**src/rtl/piso_shift_register.sv**
```systemverilog
// Parallel-in, serial-out shift register: captures an n-bit word on load and
// presents it MSB first on out, one bit per clock, zero-filling behind it.
module piso_shift_register #(
    parameter int n = 8
) (
    input  logic         clk,
    input  logic         reset,
    input  logic         load,
    input  logic [n-1:0] in,
    output logic         out
);

    localparam int CNT_W = $clog2(n + 1);

    logic [n-1:0]     sr_q;
    logic [n-1:0]     sr_d;
    logic [CNT_W-1:0] cnt_q;
    logic [CNT_W-1:0] cnt_d;

    // Load wins over shift; the count tracks bits still to present and saturates at zero.
    always_comb begin
        sr_d  = sr_q;
        cnt_d = cnt_q;
        if (load) begin
            sr_d  = in;
            cnt_d = CNT_W'(n);
        end else begin
            sr_d = {sr_q[n-2:0], 1'b0};
            if (cnt_q != '0) begin
                cnt_d = cnt_q - CNT_W'(1);
            end
        end
    end

    always_ff @(posedge clk or negedge reset) begin
        if (!reset) begin
            sr_q  <= '0;
            cnt_q <= '0;
        end else begin
            sr_q  <= sr_d;
            cnt_q <= cnt_d;
        end
    end

    assign out = sr_q[n-1];

endmodule

```
**config.mk**
```make
export PLATFORM = sky130hd
export DESIGN_NAME = piso_shift_register
export DESIGN_NICKNAME = d
export VERILOG_FILES = /design/src/rtl/piso_shift_register.sv
export SDC_FILE = /design/constraint.sdc
export NUM_CORES = 1
export LEC_CHECK = 0
export BUFFER_PORTS_ARGS = -buffer_cell sky130_fd_sc_hd__buf_4
export CORE_AREA = 2 2 39 41
export CTS_BUF_LIST = sky130_fd_sc_hd__clkbuf_4
export DETAILED_ROUTE_END_ITERATION = 6
export DIE_AREA = 0 0 41 43
export GPL_ROUTABILITY_DRIVEN = 1
export PLACE_DENSITY = 0.49
export REMOVE_ABC_BUFFERS = 1
export SLEW_MARGIN = 25
export SYNTH_ARGS = -nofsm -noshare
export SYNTH_HDL_FRONTEND = slang
export SYNTH_SLANG_ARGS = --single-unit
```
**constraint.sdc**
```tcl
create_clock -name clk -period 1.49 [get_ports clk]
set_clock_uncertainty 0.05 [all_clocks]
set_input_delay 0.149 -clock clk [delete_from_list [all_inputs] [get_ports clk]]
set_output_delay 0.149 -clock clk [all_outputs]
set_load 0.02 [all_outputs]
```
==> impl_metrics.env, run 1 <==
export IMPL_slew_limit_headroom_pct=90.8
export IMPL_finalCritPeriodShare_pct=64.0
export IMPL_cts_resized=0
export IMPL_status="completed"
export IMPL_htreeDepth=1
export IMPL_period_minus_slack_ns=0.954
export IMPL_worst_path_max_fanout=1
export IMPL_dp_cells=43
export IMPL_fin_tns_setup_ns=0
export IMPL_irDropWorstVdd_mv=0.415
export IMPL_rsz0062_at_grt="no"
export IMPL_drc_errors=0
export IMPL_first_global_vias=205
export IMPL_utilization_pct=32.4
export IMPL_grt_pass1_wl_um=848
export IMPL_arrival_ns=0.75
export IMPL_finalHoldViolations=0
export IMPL_final_cells=47
export IMPL_synthTopCellsByArea="dfrtp_1, mux2_4, buf_6"
export IMPL_io_pins=12
export IMPL_cts_made_buffers=3
export IMPL_drtAntennaViolNets=0
export IMPL_largest_register_ffs=8
export IMPL_yosysTopAreaCellShare_pct=61.8
export IMPL_critical_path_top_delay_family="flip-flops"
export IMPL_synth_seq_cells=8
export IMPL_leakage_nw=0.227
export IMPL_mappedNetlistArea_um2=324
export IMPL_wirelength_um=513
export IMPL_syn_avg_cell_area_um2=19.1
export IMPL_r2r_slack_ns=0.69
export IMPL_dieWidth_um=41
export IMPL_core_mm2=0.00138
export IMPL_grt_max_degree=9
export IMPL_ff2ff_path_depth=1
export IMPL_grt_overflow_total=0
export IMPL_cp_end_kind="primary output"
export IMPL_cap_violations=0
export IMPL_place_worst_setup_slack_ns=0.688
export IMPL_crit_reg2reg_launch="sr_q[5]"
export IMPL_clkTransAtPathRegs_ns=0.05
export IMPL_startpoint_type="flip-flop"
export IMPL_num_nets_final=44
export IMPL_cts_root_buffer="clkbuf_4"
export IMPL_cp_cell_sequence="buf_4"
export IMPL_crit_type="flip-flop to primary output"
export IMPL_drv_slew=0
export IMPL_ys_warn_count=0
export IMPL_area_growth_pct=38.2
export IMPL_hold_class="input port to flip-flop"
export IMPL_first_pass_iters=1
export IMPL_hold_depth=2
export IMPL_portBuffers=11
export IMPL_clk_latency_ns=0.25
export IMPL_cts_tree="done"
export IMPL_drive_above_1_share_pct=71.0
export IMPL_r2r_end="sr_q[6]"
export IMPL_place_gp_congestion=0.574
export IMPL_top_regs="sr_q: 8 flops"
export IMPL_min_to="sr_q[0]"
export IMPL_avgViaCountPerCell=3.96
export IMPL_antenna_found_initial=0
export IMPL_start_util_pct=23.4
export IMPL_cts_buffer_depth=2
export IMPL_diodes=0
export IMPL_worst_pin_slew_ns=0.138
export IMPL_synth_largest_area_cell="dfrtp_1"
export IMPL_die_area_mm2=0.00176
export IMPL_largest_register="sr_q"
export IMPL_syn_instance_count=17
export IMPL_layout_setup_ws_ns=0.536
export IMPL_dieHeight_um=43
export IMPL_drtIter0Drc=0
export IMPL_ys_types=4
export IMPL_cpMaxStageDelayCell="dfrtp_1"
export IMPL_vias=186
export IMPL_critical_path_max_stage_delay_ns=0.36
export IMPL_worstPathRequired_ns=1.29
export IMPL_wl_per_cell_um=10.9
export IMPL_grt_util_all_layers_pct=7.81
export IMPL_setup_viol=0
export IMPL_yosysSeqAreaShare_pct=61.8
export IMPL_hp_start="in[0]"
export IMPL_path_buf_inv=1
export IMPL_cts_sinks=8
export IMPL_max_freq_mhz=1050
export IMPL_rows=14
export IMPL_power_density_mw_per_mm2=1060
-- cell families after synthesis --
logic type,after synthesis,synth area share (%)
buffers and inverters,1,3.47
and+or+nand+nor,1,2.32
DFF,8,61.8
muxes,7,32.4
-- final cells by class --
cell class	count	area [µm²]
clock buffers	3	22.5
fillers	146	936
multi-input cells	8	113
flip-flops and latches	8	200
well taps	16	20.0
repair buffers	12	92.6
-- worst max-delay path by stage --
stage	startpoint	to	slack (ns)	cells past startpoint
3_3_place_gp	load	sr_q[2]	0.69	2
4_1_cts	sr_q[7]	out	0.52	1
3_5_place_dp	load	sr_q[7]	0.69	2
5_1_grt	sr_q[7]	out	0.50	1
2_1_floorplan	sr_q[0]	sr_q[1]	0.73	1
6_report	sr_q[7]	out	0.54	1
-- cells in the mapped netlist, drive strengths merged --
library cell	n
dfrtp	8
buf	1
mux2	7
and2	1
-- layer usage --
layer | up-vias | share of wire (%) | track usage, % | wire length, µm
met5 | - | 0 | 0 | 0
met4 | 0 | 0 | 8.00 | 0
met3 | 0 | 12 | 3.14 | 63
met2 | 12 | 40 | 9.38 | 203
met1 | 89 | 48 | 9.63 | 246
li1 | 85 | - | - | -
-- repair_timing --
action / in CTS / in global routing
hold endpoints to repair: 8 / 0
hold buffers: 1 / 0
buffers inserted: 0 / 0
-- cell usage in the layout, fill, tap and decap left out --
cell type	count
buf_4	11
mux2_4	7
and2_2	1
dlygate4sd3_1	1
dfrtp_1	8
clkbuf_4	3
-- metrics by stage --
step | total power [mW] | cell area [µm²] | hold WS, ns
finish | 0.474 | 448 | 0.0773
global route | 0.504 | 448 | 0.0657
CTS | 0.484 | 448 | 0.0668
detailed placement | 0.315 | 415 | -0.0775
global placement | 0.314 | 415 | -0.0807
floorplan | 0.279 | 313 | -0.197
-- report_power, final --
group | internal (mW) | switching [mW]
combinational | 0.0490 | 0.0215
clock | 0.0919 | 0.0690
sequential | 0.237 | 0.00559
Note: power is estimated with default switching activity, not from simulation.
==> inputs of run 2 (changes only) <==
Settings changed: PLACE_DENSITY 0.49 to 0.51.
Clock period 1.49 ns to 0.85 ns, I/O delays scaled along.
==> run 2 against run 1 <==
Net effect: the flow now finishes with violations (setup timing); cell count unchanged; register-to-register slack worse by 0.64 ns; clock-buffer cell count unchanged; design area up 0.84%; core utilization up 0.27 points; clock power up 74%; flip-flop and latch count unchanged; sequential share of layout area down 0.37 points; routed wire length up 17%; critical path type unchanged; highest routed layer unchanged; power up 76%; global-route usage up 1.2 points; combinational power up 83%.
==> impl_metrics.env, run 2 (same netlist as run 1, synthesis figures left out) <==
export IMPL_failed_checks="setup timing"
export IMPL_highest_layer="met3"
export IMPL_cap_violations=0
export IMPL_portBuffers=11
export IMPL_drive_above_1_share_pct=71.0
export IMPL_grt_max_degree=9
export IMPL_final_cells=47
export IMPL_cts_root_buffer="clkbuf_4"
export IMPL_post_cts_buffers=0
export IMPL_grt_pass1_wl_um=979
export IMPL_status="finished, violations left"
export IMPL_crit_type="flip-flop to primary output"
export IMPL_met2WireLength_um=282
export IMPL_largest_register_ffs=8
export IMPL_diodes=0
export IMPL_grt_overflow_total=0
export IMPL_start_util_pct=23.4
export IMPL_cp_end_kind="primary output"
export IMPL_power_density_mw_per_mm2=1850
export IMPL_wl_met1_um=252
export IMPL_cts_buffer_depth=2
export IMPL_drtAntennaViolNets=0
export IMPL_setup_viol=1
export IMPL_cts_sinks=8
export IMPL_finalHoldViolations=0
export IMPL_path_buf_inv=1
export IMPL_htreeDepth=1
export IMPL_critical_path_max_stage_delay_ns=0.37
export IMPL_worst_path_max_fanout=1
export IMPL_top_regs="sr_q: 8 flops"
export IMPL_num_nets_final=44
export IMPL_first_global_vias=234
export IMPL_dieWidth_um=41
export IMPL_largest_register="sr_q"
export IMPL_layout_setup_ws_ns=-0.0270
export IMPL_critical_path_top_delay_family="flip-flops"
export IMPL_cp_cell_sequence="buf_6"
export IMPL_irDropWorstVdd_mv=0.623
export IMPL_leakage_nw=0.229
export IMPL_slew_limit_headroom_pct=90.3
export IMPL_place_gp_congestion=0.588
export IMPL_die_area_mm2=0.00176
export IMPL_clk_latency_ns=0.25
export IMPL_wl_per_cell_um=12.8
export IMPL_max_freq_mhz=1140
export IMPL_worstPathRequired_ns=0.71
export IMPL_area_growth_pct=39.4
export IMPL_antenna_found_initial=0
export IMPL_wirelength_um=602
export IMPL_clkTransAtPathRegs_ns=0.05
export IMPL_worst_pin_slew_ns=0.145
export IMPL_period_minus_slack_ns=0.877
export IMPL_startpoint_type="flip-flop"
export IMPL_rsz0062_at_grt="yes"
export IMPL_arrival_ns=0.74
export IMPL_place_worst_setup_slack_ns=0.0592
export IMPL_cts_made_buffers=3
export IMPL_final_cell_mix="buf_4, dfrtp_1, mux2_4, clkbuf_4"
export IMPL_final_area_um2=452
export IMPL_drc_errors=0
export IMPL_io_pins=12
export IMPL_avgViaCountPerCell=4.06
export IMPL_dpl_cell_area_um2=415
export IMPL_finalCritPeriodShare_pct=103
export IMPL_wl_met3_um=67
export IMPL_final_common_cell="buf_4"
export IMPL_core_mm2=0.00138
export IMPL_first_pass_iters=1
export IMPL_rows=14
export IMPL_dieHeight_um=43
export IMPL_dp_cells=43
export IMPL_drv_slew=0
export IMPL_cts_tree="done"
export IMPL_vias=191
export IMPL_cpMaxStageDelayCell="dfrtp_1"
export IMPL_grt_util_all_layers_pct=9.03
export IMPL_drtIter0Drc=0
export IMPL_hold_class="input port to flip-flop"
[run 2: cell counts in the layout (fill, tap and decap cells not counted)]
No cell type changed its count.
[run 2: stage by stage]
step | power, mW | util (%) | TNS [ns] | hold slack, ns
finish | 0.834 | 32.6 | -0.0270 | 0.0156
floorplan | 0.488 | - | 0 | -0.261
global route | 0.897 | 32.6 | -0.0665 | 0.00661
detailed placement | 0.556 | 30.0 | 0 | -0.141
global placement | 0.549 | 30.0 | 0 | -0.146
CTS | 0.858 | 32.6 | -0.0438 | 0.00730
[run 2: layout make-up]
class                           count  area, µm²
Clock buffer                        3       22.5
Fill cell                         144        932
Multi-Input combinational cell      8        113
Sequential cell                     8        200
Tap cell                           16       20.0
Timing Repair Buffer               12       96.3
[run 2: repair_timing]
item | CTS | global route
endpoints found under the hold margin | 8 | 0
setup endpoints to repair | 1 | 1
hold buffers | 1 | 0
pin swaps | 0 | 0
resized for setup | 1 | 0
[run 2: report_power, final]
group          internal [mW]  leakage (nW)  switching (mW)
sequential             0.415        0.0958          0.0110
clock                  0.161        0.0138           0.119
combinational         0.0888         0.119          0.0399
[run 2: per-layer routing]
| metal | GRT usage, % | up-vias |
|---|---|---|
| met3 | 5.24 | 0 |
| met1 | 11.3 | 93 |
| met4 | 6.00 | 0 |
| li1 | - | 86 |
| met2 | 11.3 | 12 |
| met5 | 0 | - |
[run 2: final timing paths]
kind	from	end	slack, ns	depth (start not counted)
setup / recovery	sr_q[7]	out	-0.03	1
hold / removal	in[0]	sr_q[0]	0.02	2
setup reg to reg	sr_q[1]	sr_q[2]	0.05	1
hold reg to reg	sr_q[3]	sr_q[4]	0.43	1
max in group asynchronous	reset	sr_q[6]	0.48	2
min in group asynchronous	reset	sr_q[7]	0.15	2
